$ cat src/rtl/register_file_pkg.sv
// register_file_pkg: shared register-file widths and write-transaction types.
package register_file_pkg;
    localparam int REG_INDEX_WIDTH = 2;
    localparam int REG_DATA_WIDTH  = 16;
    typedef logic [REG_INDEX_WIDTH-1:0] reg_index_t;
    typedef logic [REG_DATA_WIDTH-1:0]  reg_data_t;
    typedef struct packed {
        reg_index_t index;
        reg_data_t  data;
    } reg_write_t;
endpackage

$ cat src/rtl/rr_arbiter.sv
// rr_arbiter: round-robin one-hot grant; pointer names the highest-priority requester.
module rr_arbiter #(
    parameter int N = 2
) (
    input  logic         clk,
    input  logic         reset,
    input  logic [N-1:0] req,
    input  logic         advance,
    output logic [N-1:0] grant
);
    localparam int PW = $clog2(N);
    logic [PW-1:0] r_ptr;
    logic [PW-1:0] w_sel;
    logic [PW-1:0] w_pos;
    logic [PW:0]   w_sum;
    // Walk from the farthest offset back to the pointer so the nearest valid requester wins.
    always_comb begin
        grant = '0;
        w_sel = r_ptr;
        w_pos = r_ptr;
        w_sum = '0;
        for (int k = N - 1; k >= 0; k--) begin
            w_sum = {1'b0, r_ptr} + (PW+1)'(k);
            w_pos = (w_sum >= (PW+1)'(N)) ? PW'(w_sum - (PW+1)'(N)) : PW'(w_sum);
            if (req[w_pos]) begin
                grant = '0;
                grant[w_pos] = 1'b1;
                w_sel = w_pos;
            end
        end
        if (reset) grant = '0;
    end
    always_ff @(posedge clk or posedge reset) begin
        if (reset) r_ptr <= '0;
        else if (advance) r_ptr <= (w_sel == PW'(N - 1)) ? '0 : w_sel + 1'b1;
    end
endmodule

$ cat src/rtl/register_write_arbiter.sv
// register_write_arbiter: round-robin share of the register_file write port, one-cycle registered write.
module register_write_arbiter
    import register_file_pkg::*;
#(
    parameter int NUM_REQ     = 2,
    parameter int INDEX_WIDTH = REG_INDEX_WIDTH,
    parameter int DATA_WIDTH  = REG_DATA_WIDTH
) (
    input  logic                           clk,
    input  logic                           reset,
    input  logic [NUM_REQ-1:0]             req_valid,
    input  logic [NUM_REQ*INDEX_WIDTH-1:0] req_index,
    input  logic [NUM_REQ*DATA_WIDTH-1:0]  req_data,
    output logic [NUM_REQ-1:0]             req_ready,
    output logic                           write_enable,
    output logic [INDEX_WIDTH-1:0]         write_index,
    output logic [DATA_WIDTH-1:0]          write_data,
    output logic                           conflict
);
    logic [NUM_REQ-1:0]     w_grant;
    logic                   w_xfer;
    logic                   w_conflict;
    logic [INDEX_WIDTH-1:0] w_idx;
    logic [DATA_WIDTH-1:0]  w_data;
    logic                   r_we;
    logic [INDEX_WIDTH-1:0] r_idx;
    logic [DATA_WIDTH-1:0]  r_data;
    logic                   r_conflict;
    rr_arbiter #(.N(NUM_REQ)) u_arb (
        .clk     (clk),
        .reset   (reset),
        .req     (req_valid),
        .advance (w_xfer),
        .grant   (w_grant)
    );
    assign req_ready = w_grant;
    assign w_xfer    = |(req_valid & w_grant);
    always_comb begin
        w_idx      = '0;
        w_data     = '0;
        w_conflict = 1'b0;
        for (int i = 0; i < NUM_REQ; i++) begin
            if (w_grant[i]) begin
                w_idx  = w_idx  | req_index[i*INDEX_WIDTH +: INDEX_WIDTH];
                w_data = w_data | req_data[i*DATA_WIDTH +: DATA_WIDTH];
            end
            for (int j = i + 1; j < NUM_REQ; j++)
                if (req_valid[i] && req_valid[j] &&
                    req_index[i*INDEX_WIDTH +: INDEX_WIDTH] == req_index[j*INDEX_WIDTH +: INDEX_WIDTH])
                    w_conflict = 1'b1;
        end
    end
    // Index/data hold on idle cycles; only write_enable drops.
    always_ff @(posedge clk or posedge reset) begin
        if (reset) begin
            r_we       <= 1'b0;
            r_idx      <= '0;
            r_data     <= '0;
            r_conflict <= 1'b0;
        end else begin
            r_we       <= w_xfer;
            r_conflict <= w_conflict;
            if (w_xfer) begin
                r_idx  <= w_idx;
                r_data <= w_data;
            end
        end
    end
    assign write_enable = r_we;
    assign write_index  = r_idx;
    assign write_data   = r_data;
    assign conflict     = r_conflict;
endmodule

$ cat config.mk
export PLATFORM = sky130hd
export DESIGN_NAME = register_write_arbiter
export DESIGN_NICKNAME = d
export VERILOG_FILES = /design/src/rtl/register_file_pkg.sv /design/src/rtl/rr_arbiter.sv /design/src/rtl/register_write_arbiter.sv
export SDC_FILE = /design/constraint.sdc
export NUM_CORES = 1
export LEC_CHECK = 0
export ABC_AREA = 1
export CORE_MARGIN = 2
export CORE_UTILIZATION = 39
export CTS_CLUSTER_DIAMETER = 100
export DETAILED_ROUTE_END_ITERATION = 7
export HOLD_SLACK_MARGIN = 0.02
export PLACE_DENSITY = 0.86
export REMOVE_ABC_BUFFERS = 1
export SYNTH_ARGS = -nofsm -noshare
export SYNTH_HDL_FRONTEND = slang
export SYNTH_HIERARCHICAL = 1
export SYNTH_SLANG_ARGS = --single-unit
$ cat constraint.sdc
create_clock -name clk -period 2.1 [get_ports clk]
set_clock_uncertainty 0.05 [all_clocks]
set_input_delay 0.315 -clock clk [delete_from_list [all_inputs] [get_ports clk]]
set_output_delay 0.315 -clock clk [all_outputs]
set_load 0.005 [all_outputs]
==> results of run 1 <==
==> per-stage QoR <==
stage / cell area (um^2) / cells / hold WS [ps] / setup TNS, ps / utilization (%)
6_report: 1910 / 266 / 163 / 0 / 63.5
2_1_floorplan: 1150 / 160 / -0.816 / -5410 / -
3_5_place_dp: 1870 / 261 / 445 / -1310 / 62.2
5_1_grt: 1910 / 266 / 156 / 0 / 63.5
3_3_place_gp: 1870 / 261 / 443 / -137 / 62.2
4_1_cts: 1900 / 266 / 154 / 0 / 63.2
==> power by group <==
part | switching, W | internal (W)
Clock | 0.000124 | 0.0000742
Combinational | 0.000380 | 0.000514
Sequential | 0.0000935 | 0.000562
==> final timing paths <==
| path | from | endpoint | cells after the start |
|---|---|---|---|
| worst max-delay path | req_valid[0] | req_ready[1] | 5 |
| worst min-delay path | reset | u_arb/r_ptr | 2 |
| worst max register to register | u_arb/r_ptr | write_data[0] | 12 |
| worst min register to register | write_data[6] | write_data[6] | 2 |
| max in group asynchronous | reset | write_data[2] | 2 |
| min in group clk | write_data[6] | write_data[6] | 2 |
==> final cells by class <==
| class | count | area [um^2] | share of cell area (%) |
|---|---|---|---|
| inverter | 7 | 26.3 | 1.38 |
| multi-input combinational | 132 | 607 | 31.8 |
| tap | 33 | 41.3 | 2.16 |
| clock buffer | 4 | 26.3 | 1.38 |
| sequential | 21 | 526 | 27.5 |
| timing repair buffer | 69 | 682 | 35.7 |
==> metal layers <==
| layer | GRT usage [%] | vias up |
|---|---|---|
| met5 | 0 | - |
| met4 | 4.76 | 0 |
| met3 | 6.28 | 4 |
| met2 | 28.4 | 46 |
| met1 | 23.9 | 556 |
| li1 | - | 650 |
==> worst reg2reg max path: cells and delay by family, from the launching register on <==
family | cells | cell delay, ps
adders and majority gates | 1 | 150
and+or+nand+nor | 7 | 570
DFF | 1 | 430
AOI/OAI and AO/OA | 1 | 140
buffers and inverters | 3 | 510
==> kinds of logic (layout without fill, tap and decap cells) <==
group	count (synthesis)	after routing	share of synthesized area (%)
fa+ha+maj	1	1	1.03
simple gates	129	129	47.1
buf+inv	14	80	7.83
compound gates	2	2	0.824
flops	21	21	43.3
==> cells in the mapped netlist (all sizes together) <==
cell / instances / area [um^2]
buf: 7 / 68.8
nand2: 104 / 449
nand3: 20 / 100
and3: 1 / 7.51
a21oi: 2 / 10.0
ha: 1 / 12.5
inv: 7 / 26.3
dfrtp: 21 / 526
nor2: 4 / 15.0
==> state kept, by name, summed over array words and instances, names as in the netlist <==
signal and flops:
conflict 1, u_arb/r_ptr 1, write_data 16, write_enable 1, write_index 2
==> what timing repair did <==
item | in CTS | in global routing
pin swaps | 0 | 0
resized for setup | 1 | 2
hold buffers | 0 | 0
setup endpoints to repair | 1 | 1
buffers inserted | 1 | 0
==> out/metrics.cfg, run 1 <==
[worst_setup_path]
ff2ff_setup_slack_ps=210
cp_common_cell=clkdlybuf4s50_1
path_buf_inv=3
cp.required_ps=1740
crit_family=buffers and inverters
crit_chain=clkdlybuf4s50_1, buf_4, nand2_4, and3_4, clkdlybuf4s50_1
max_stage_delay_ps=500
cpMaxStageDelayCell=clkdlybuf4s50_1
worst_setup_path_end_kind=output port
critical_path.startpoint_type=primary input
cp.arrival_ps=1670
worstPathMaxFanout=3
path_class=in2out

[detailed_routing]
vias=1256
met2_length_um=1430
routedWlPerCell_um=11.3
wl_um=2990
drcViolationCount=0
top_layer=met4
drt-initial-drc-count=20
detail-route-antenna-nets=0
wl_met3_um=228
drt_first_pass_iters=4
avgViaCountPerCell=4.72
wirelength_met1_um=1320

[floorplanning]
io_pins=62
start_util_pct=40.5
dieWidth_um=59.8
core_area_um2=3000
die-area_um2=3580
placementRows=20
fp.dieH_um=59.8

[timing]
setup_viol=0
period_needed_ps=2030
finalHoldViolations=0
min_period_over_period_pct=96.9
max_freq_ghz=0.492
slew_viol_final=0
rsz0062_at_grt=false
worst_pin_slew_ps=751
setup_slack_ps=65.7
maxSlewHeadroom_pct=49.9

[synth]
ys.warnings.count=6
avgSynthCellArea_um2=7.27
synth_seq_cells=21
syn_inst=167
synth.distinct_cells=14
syn-cell-area_um2=1210
yosysSeqAreaShare_pct=43.3

[clocking]
h-tree-depth=1
clock-sinks=21
cts_tree=built
clock_latency_ps=300
cts_buffers=3
clk_pin_slew_ps=110
clockBufferDepth=2
cts_root_buffer=clkbuf_4

[power_and_ir_drop]
irDropWorstVdd_mv=0.488
power_leakage_nw=0.978
p_total_w=0.00175
powerDensity_nw_per_um2=916

[placed_design]
gp_congestion=0.731
dp_hpwl_um=2230
place_ws_ps=-100
io_buffers=61

[global_route]
antenna_found_initial=0
grt_max_degree=21
grt_pass1_wl_um=4860
grt_pass1_vias=1113
grt_usage_pct=18.2
grt_overflow=0

[cells_and_area]
final_cell_mix=97 x nand2_1, 60 x clkdlybuf4s50_1, 21 x dfrtp_1, 20 x nand3_1, 7 x buf_4
layout.nets=275
n_antenna_cell=0
final_common_cell=nand2_1
drive_above_1_share_pct=9.01
area_growth_pct=57.1
n_fill_cell=282

[flow_run]
max_cap_violations=0

[worst_hold_path]
hold_class=in2async

[run_status]
outcome=finished, final reports clean

(Power assumes the default switching activity.)
==> run 2: changes to the inputs <==
Settings changed: GPL_TIMING_DRIVEN set to 0, RECOVER_POWER set to 25.
==> out/metrics.cfg, run 2 (synthesized netlist as in run 1, its figures left out) <==
[worst_setup_path]
r2r_cells=11  ; -1
r2r-start=u_arb/r_ptr
worstPathMaxFanout=3  ; unchanged
cp.arrival_ps=1690  ; +20 ps
critical_path.startpoint_type=primary input
cp.required_ps=1740  ; about the same
ff2ff_setup_slack_ps=190  ; -20 ps
path_class=in2out
r2r_end=u_arb/r_ptr
worst_setup_path_end_kind=output port

[detailed_routing]
drcViolationCount=0  ; unchanged
routedWlPerCell_um=12.1  ; +7.5%
vias=1241  ; -1.2%
detail-route-antenna-nets=0  ; unchanged
drt_first_pass_iters=4  ; unchanged
avgViaCountPerCell=4.67  ; -1.2%
wl_um=3220  ; +7.5%
drt-initial-drc-count=71  ; +250%

[cells_and_area]
final_common_cell=nand2_1
finalCoreUtilization_pct=63.3  ; -0.21 points
final_cell_mix=97 x nand2_1, 57 x clkdlybuf4s50_1, 21 x dfrtp_1, 20 x nand3_1
area_growth_pct=56.5
fin_area_um2=1900  ; -0.33%
largest_reg_flops=16  ; unchanged
layout.nets=275  ; unchanged
n_antenna_cell=0  ; unchanged
drive_above_1_share_pct=9.44  ; +0.43 points

[clocking]
clockBufferDepth=2  ; unchanged
clock-sinks=21  ; unchanged
cts_buffers=3  ; unchanged
h-tree-depth=1  ; unchanged
clock_latency_ps=300  ; about the same
cts_tree=built
cts_root_buffer=clkbuf_4
ctsHoldBuffers=0  ; unchanged
clk_pin_slew_ps=120  ; about the same

[timing]
setup_slack_ps=42.0  ; -23.7 ps
slew_viol_final=0  ; unchanged
rsz0062_at_grt=true
setup_viol=0  ; unchanged
min_period_over_period_pct=98.0  ; +1.1 points
worst_pin_slew_ps=775  ; +24.0 ps
period_needed_ps=2060  ; +23.7 ps
maxSlewHeadroom_pct=48.3  ; -1.6 points
max_freq_ghz=0.486  ; -1.2%
finalHoldViolations=0  ; unchanged
whs_ps=244  ; +80.7 ps

[placed_design]
place_ws_ps=-869  ; -769 ps
gp_congestion=0.714  ; -2.4%
dp_hpwl_um=2130  ; -4.3%
io_buffers=61  ; unchanged
dpl_cell_area_um2=1810  ; -2.9%

[power_and_ir_drop]
power_leakage_nw=0.976  ; -0.27%
p_sw_w=0.000606  ; +1.3%
internal_power_w=0.00117  ; +1.3%
p_seq_share_pct=36.8  ; -0.7 points
switching_share_pct=34.2  ; about the same
p_comb_share_pct=52.3  ; +1.1 points
powerDensity_nw_per_um2=931  ; +1.6%
irDropWorstVdd_mv=0.437  ; -10%
pwr-share-clk_pct=10.9  ; -0.4 points

[floorplanning]
core_area_um2=3000  ; unchanged
start_util_pct=40.5  ; unchanged
dieWidth_um=59.8  ; unchanged
fp.dieH_um=59.8  ; unchanged
io_pins=62  ; unchanged
placementRows=20  ; unchanged
die-area_um2=3580  ; unchanged

[global_route]
grt_overflow=0  ; unchanged
grt_usage_pct=19.4  ; +1.3 points
grt_pass1_vias=1208  ; +8.5%
grt_max_degree=22  ; +4.8%
grt_pass1_wl_um=5310  ; +9.1%
antenna_found_initial=0  ; unchanged

[run_status]
outcome=finished, final reports clean

[worst_hold_path]
hold_class=in2async

[flow_run]
max_cap_violations=0  ; unchanged

==> run 2: cell types whose count changed in the layout (fill, tap and decap cells not counted), sizes merged <==
cell           delta
buf               -1
clkbuf            -1
dlygate4sd2       +1
and3              +1
clkdlybuf4s50     -3
dlygate4sd3       +1
clkdlybuf4s15     +1
clkinv            +1
==> run 2: worst max path at each step <==
stage	startpoint	end	slack (ps)	cells past startpoint
after global placement	req_valid[1]	req_ready[0]	-1680	7
after global routing	reset	req_ready[1]	-10	4
after detailed placement	req_valid[0]	req_ready[0]	-870	8
after CTS	reset	req_ready[1]	50	4
after floorplan	u_arb/r_ptr	u_arb/r_ptr	-410	11
final	reset	req_ready[1]	40	4
==> run 2: worst max-delay path, cell delays in order <==
cell and delay [ps]:
clkdlybuf4s50_1 480, inv_1 160, and3_4 220, clkdlybuf4s50_1 510
==> run 2: routing by layer <==
| metal | vias to the layer above | GRT usage, % | routed length [um] |
|---|---|---|---|
| met5 | - | 0 | 0 |
| met2 | 35 | 36.3 | 1670 |
| met4 | 0 | 4.76 | 31 |
| met3 | 4 | 4.11 | 172 |
| met1 | 548 | 22.2 | 1340 |
| li1 | 654 | - | - |
==> run 2: repair_timing <==
action | in CTS | in global routing
resized for setup | 5 | 1
pin swaps | 2 | 1
endpoints found under the setup margin | 22 | 2
endpoints found under the hold margin | 0 | 0
buffers inserted | 5 | 1
cloned | 1 | 0
==> run 2: cell type report <==
type | count | area (um^2)
sequential | 21 | 526
multi-input combinational | 133 | 617
inverter | 7 | 26.3
tap | 33 | 41.3
clock inverter | 1 | 5.00
timing repair buffer | 68 | 664
clock buffer | 3 | 22.5
fill | 276 | 1100
==> run 2: power groups by stage <==
stage | sequential, W | clock (W) | combinational (W)
floorplan | 0.000672 | 0 | 0.000344
global placement | 0.000659 | 0 | 0.000818
detailed placement | 0.000662 | 0 | 0.000853
CTS | 0.000652 | 0.000198 | 0.000919
global route | 0.000667 | 0.000215 | 0.00103
finish | 0.000652 | 0.000192 | 0.000927
==> run 2: metrics by stage <==
stage                     instances  power, W  TNS, ps
final                           266   0.00177        0
after CTS                       265   0.00177        0
after floorplan                 160   0.00102    -5410
after global placement          254   0.00148   -30640
after detailed placement        255   0.00151   -10410
after global routing            266   0.00191    -10.4
==> RTL edit 1 (settings of run 2) <==
The package constant `REG_INDEX_WIDTH` goes from 2 to 3.
--- a/src/rtl/register_file_pkg.sv
+++ b/src/rtl/register_file_pkg.sv
@@ -2,3 +2,3 @@
 package register_file_pkg;
-    localparam int REG_INDEX_WIDTH = 2;
+    localparam int REG_INDEX_WIDTH = 3;
     localparam int REG_DATA_WIDTH  = 16;
Ports: changed (resized req_index and write_index); port bits go from 62 to 65. No check against the original RTL was run, so the function may have changed too.
==> RTL edit 1 against run 2 <==
Setup slack better by 0.017 ns; final cell count increased by 4.5%; first-iteration DRC count fell by 17%; utilization rose by 0.92 points; sequential cell count is 1 higher; synthesized area stayed put; routed wire length decreased by 4.7%; combinational power down 6.4%; total power increased by 0.68%; sequential share of layout area up 0.97 points; register-to-register slack lost 0.06 ns; die area unchanged; design area grew 1.4%; largest power group unchanged; critical path type unchanged; sequential power increased by 4.8%.
==> RTL edit 1: results (changes against run 2) <==
Run status
  – Outcome: complete, no violations (unchanged)

Placed design
  – Placed Area: 1840 µm² (was 1810 µm²)
  – DP HPWL: 2020 µm (was 2130 µm)
  – Place WS: -0.968 ns (was -0.869 ns)
  – # port buffers: 64 (was 61)

Global route
  – Vias in the first global route: 1,139 (was 1,208)
  – First-pass GRT wire length: 4960 µm (was 5310 µm)
  – GRT Util Overall: 18.5% (was 19.4%)

Logic synthesis
  – Synth unique cells: 15 (was 14)
  – Dominant cells by area after synthesis: dfrtp_1 45%, nand2_1 38%, buf_4 3.1% (was dfrtp_1 43%, nand2_1 30%, nand3_1 8.2%)
  – Cell count after synthesis: 179 (was 167)
  – Compound-Gate Fraction of Synth Area: 2.47% (was 0.824%)
  – Synth Area in XOR/XNOR: 0% (unchanged)
  – Seq/Total Area, Yosys: 45.3% (was 43.3%)
  – Synth top cells by count: 123 x nand2_1, 22 x dfrtp_1, 9 x inv_1, 5 x buf_4, 4 x nor2_1 (was 97 x nand2_1, 21 x dfrtp_1, 20 x nand3_1, 6 x inv_1, 5 x buf_4)

Worst setup path
  – Reg2reg path depth: 12 (was 11)
  – FF-to-FF End: write_data[7] (was u_arb/r_ptr)
  – Largest fanout on the critical path: 4 (was 3)
  – CP max stage delay: 0.53 ns (was 0.51 ns)
  – Worst Setup SP: reset (unchanged)

Routing
  – Vias: 1,279 (was 1,241)
  – Met3 Wirelength: 152 µm (was 172 µm)
  – Drt total wl: 3070 µm (was 3220 µm)
  – WL per Instance: 11.0 µm (was 12.1 µm)
  – Met1 WL: 1400 µm (was 1340 µm)
  – Starting DRT DRC Count: 59 (was 71)

Pwr
  – Pleak: 0.00102 µW (was 0.000976 µW)
  – Switching pwr: 601 µW (was 606 µW)
  – Max IR drop VDD: 0.481 mV (was 0.437 mV)
  – Clock power share: 13.0% (was 10.9%)

Clocking
  – CTS-repair resized insts: 4 (was 5)

STA
  – Slew at the pin closest to its max-slew limit: 0.796 ns (was 0.775 ns)
  – Fin crit share: 97.2% (was 98.0%)
  – WHS: 0.277 ns (was 0.244 ns)

Cells and area
  – # nets final: 289 (was 275)
  – Fraction of layout cells with a size suffix above 1: 7.35% (was 9.44%)
==> RTL edit 1: cell types whose count changed after synthesis, sizes merged <==
cell and change:
a21oi +1, dfrtp +1, inv +4, nand2 +22
nand3 -19, o21ai +3
==> RTL edit 1: area by class of cell <==
class / count / area, µm²
timing repair buffer: 67 / 663
sequential: 22 / 552
multi-input combinational: 141 / 593
fill: 276 / 1070
clock buffer: 4 / 36.3
tap: 33 / 41.3
inverter: 11 / 43.8
==> RTL edit 1: layer usage <==
layer  vias to the layer above  GRT usage [%]
met5                         -              0
met4                         0           6.67
met3                         2           2.81
met2                        39           33.1
met1                       570           22.2
li1                        668              -
==> RTL edit 1: cells by family (layout without fill, tap and decap cells) <==
| logic type | count (synthesis) | after routing |
|---|---|---|
| compound gates | 6 | 7 |
| fa+ha+maj | 1 | 1 |
| buf+inv | 18 | 82 |
| flops | 22 | 22 |
| simple gates | 132 | 133 |
==> RTL edit 2 (config.mk and constraints of run 2) <==
Without the edit above. Make the reset (`reset`) synchronous in 2 clocked blocks.
--- a/src/rtl/rr_arbiter.sv
+++ b/src/rtl/rr_arbiter.sv
@@ -32,3 +32,3 @@
     end
-    always_ff @(posedge clk or posedge reset) begin
+    always_ff @(posedge clk) begin
         if (reset) r_ptr <= '0;
--- a/src/rtl/register_write_arbiter.sv
+++ b/src/rtl/register_write_arbiter.sv
@@ -53,3 +53,3 @@
     // Index/data hold on idle cycles; only write_enable drops.
-    always_ff @(posedge clk or posedge reset) begin
+    always_ff @(posedge clk) begin
         if (reset) begin
Formal check against the unedited RTL: differs if reset is asserted again (counterexample within 4 cycles, from zero or initial values and one cycle with reset high); with reset held inactive, the same outputs for 10 cycles.
==> RTL edit 2 against run 2 <==
Count of clock-buffer cells in the layout unchanged; largest cell class is now multi-input combinational cells; synthesized area up 5.1%; non-clock buffer count down 3; die area up 4.8%; setup slack better by 0.047 ns; routed wire length down 8.0%; utilization up 0.24 points; design area up 2.9%; sequential cell count unchanged; critical path depth down 1; synthesized cell count up 22%.
Power is not compared: it rests on default switching activity, and its combinational part moved more than twofold at a synthesized area within 25%.
==> RTL edit 2: results (changes against run 2) <==
Run status
  – Outcome: complete, no violations (unchanged)

Logic synthesis
  – Seq/Total Area, Yosys: 32.9% (was 43.3%)
  – Synth Warn #: 6 (unchanged)
  – Synth unique cells: 22 (was 14)
  – Synth async-reset ratio: 0% (was 100%)
  – Avg Inst Size Synth: 6.29 µm² (was 7.27 µm²)
  – Ys flop type: dfxtp_1 (was dfrtp_1)
  – Synth top cells by count: 81 x nand2_1, 34 x nor2_1, 21 x dfxtp_1, 19 x inv_1, 18 x nand3_1 (was 97 x nand2_1, 21 x dfrtp_1, 20 x nand3_1, 6 x inv_1, 5 x buf_4)

Clocking
  – CTS Buf Count: 3 (unchanged)
  – Clk Latency, worst-skew pair: 0.31 ns

Routing
  – WL per Instance: 9.61 µm (was 12.1 µm)
  – Vias: 1,338 (was 1,241)
  – Metal2 WL: 1460 µm (was 1670 µm)
  – Starting DRT DRC Count: 58 (was 71)
  – Met3 Wirelength: 208 µm (was 172 µm)
  – Met1 WL: 1240 µm (was 1340 µm)

Cells and area
  – Fill count: 297 (was 276)
  – Max reg flops: 16 (unchanged)
  – Fraction of layout cells with a size suffix above 1: 9.85% (was 9.44%)
  – Final cell count without fillers: 308 (was 266)

Placed design
  – Placed cells: 302 (was 255)
  – Place WS: -0.545 ns (was -0.869 ns)
  – DP HPWL: 2120 µm (was 2130 µm)
  – Placer congestion estimate: 0.764 (was 0.714)

Global route
  – M3 GR Usage: 4.20% (was 4.11%)
  – GRT Util Overall: 17.7% (was 19.4%)
  – First-pass GRT wire length: 5000 µm (was 5310 µm)
  – M2 GR Usage: 32.8% (was 36.3%)
  – Pin count of the biggest net entering global routing: 20 (was 22)
  – Vias in the first global route: 1,221 (was 1,208)
  – GR Layer Usage met1: 19.4% (was 22.2%)

Worst setup path
  – Slowest cell on the critical path: dlygate4sd3_1 (was clkdlybuf4s50_1)
  – WP data arrival: 1.65 ns (was 1.69 ns)
  – Largest fanout on the critical path: 6 (was 3)
  – Reg2reg path depth: 13 (was 11)
  – CP max stage delay: 0.67 ns (was 0.51 ns)
  – FF-to-FF End: write_data[11] (was u_arb/r_ptr)
  – Critical R2R Launch: u_arb/r_ptr (unchanged)
  – CP delay by family, top: buffers and inverters (unchanged)

STA
  – FMAX: 497 MHz (was 486 MHz)
  – Max_slew headroom: 64.6% (was 48.3%)

Worst hold path
  – Hold WC Path Type: reg -> reg (was in -> async)

Pwr
  – Power Sequential: 445 µW
[RTL edit 2: worst min-delay path: stages, from the launching register on]
cell     delay [ns]
dfxtp_1        0.33
inv_1          0.05
nand3_1        0.07
nand2_1        0.05
nor2_1         0.03
[RTL edit 2: cell families (layout without fill, tap and decap cells)]
kind of cell    Yosys count  in the layout  share of synthesized area (%)
xor+xnor                  1              1                          0.686
fa+ha+maj                 1              1                          0.979
flops                    21             21                           32.9
compound gates            4              4                           1.76
buf+inv                  30             91                           13.5
simple gates            146            146                           50.1
[RTL edit 2: worst min-delay path by stage]
stage	endpoint	slack [ns]	start
2_1_floorplan	write_enable	0.34	reset
3_3_place_gp	write_index[1]	0.48	write_index[1]
3_5_place_dp	write_data[12]	0.49	write_data[12]
4_1_cts	write_data[12]	0.51	write_data[12]
5_1_grt	write_data[6]	0.54	write_data[6]
6_report	write_data[12]	0.50	write_data[12]
[RTL edit 2: timing repair]
item                                    4_1_cts  5_1_grt
endpoints found under the setup margin       22        5
buffers inserted                              2        0
gates cloned                                  0        0
pin swaps                                     2        0
resized for setup                             7        3
[RTL edit 2: area by class of cell]
type                       instances  area, µm²  area share, %
clock inverter                     1       5.00          0.256
timing repair buffer              65        659           33.7
multi-input combinational        152        703           35.9
sequential                        21        424           21.7
clock buffer                       3       22.5           1.15
inverter                          22       87.6           4.48
tap                               44       55.1           2.81
[RTL edit 2: per-stage QoR]
step           cell area [µm²]  TNS (ns)  utilization (%)  power (µW)
6_report                  1960         0             63.6         975
5_1_grt                   1960         0             63.6        1050
3_5_place_dp              1890    -10.33             61.4         780
2_1_floorplan             1190     -5.55                -         602
3_3_place_gp              1860    -34.18             60.4         767
4_1_cts                   1950   -0.0377             63.3         988
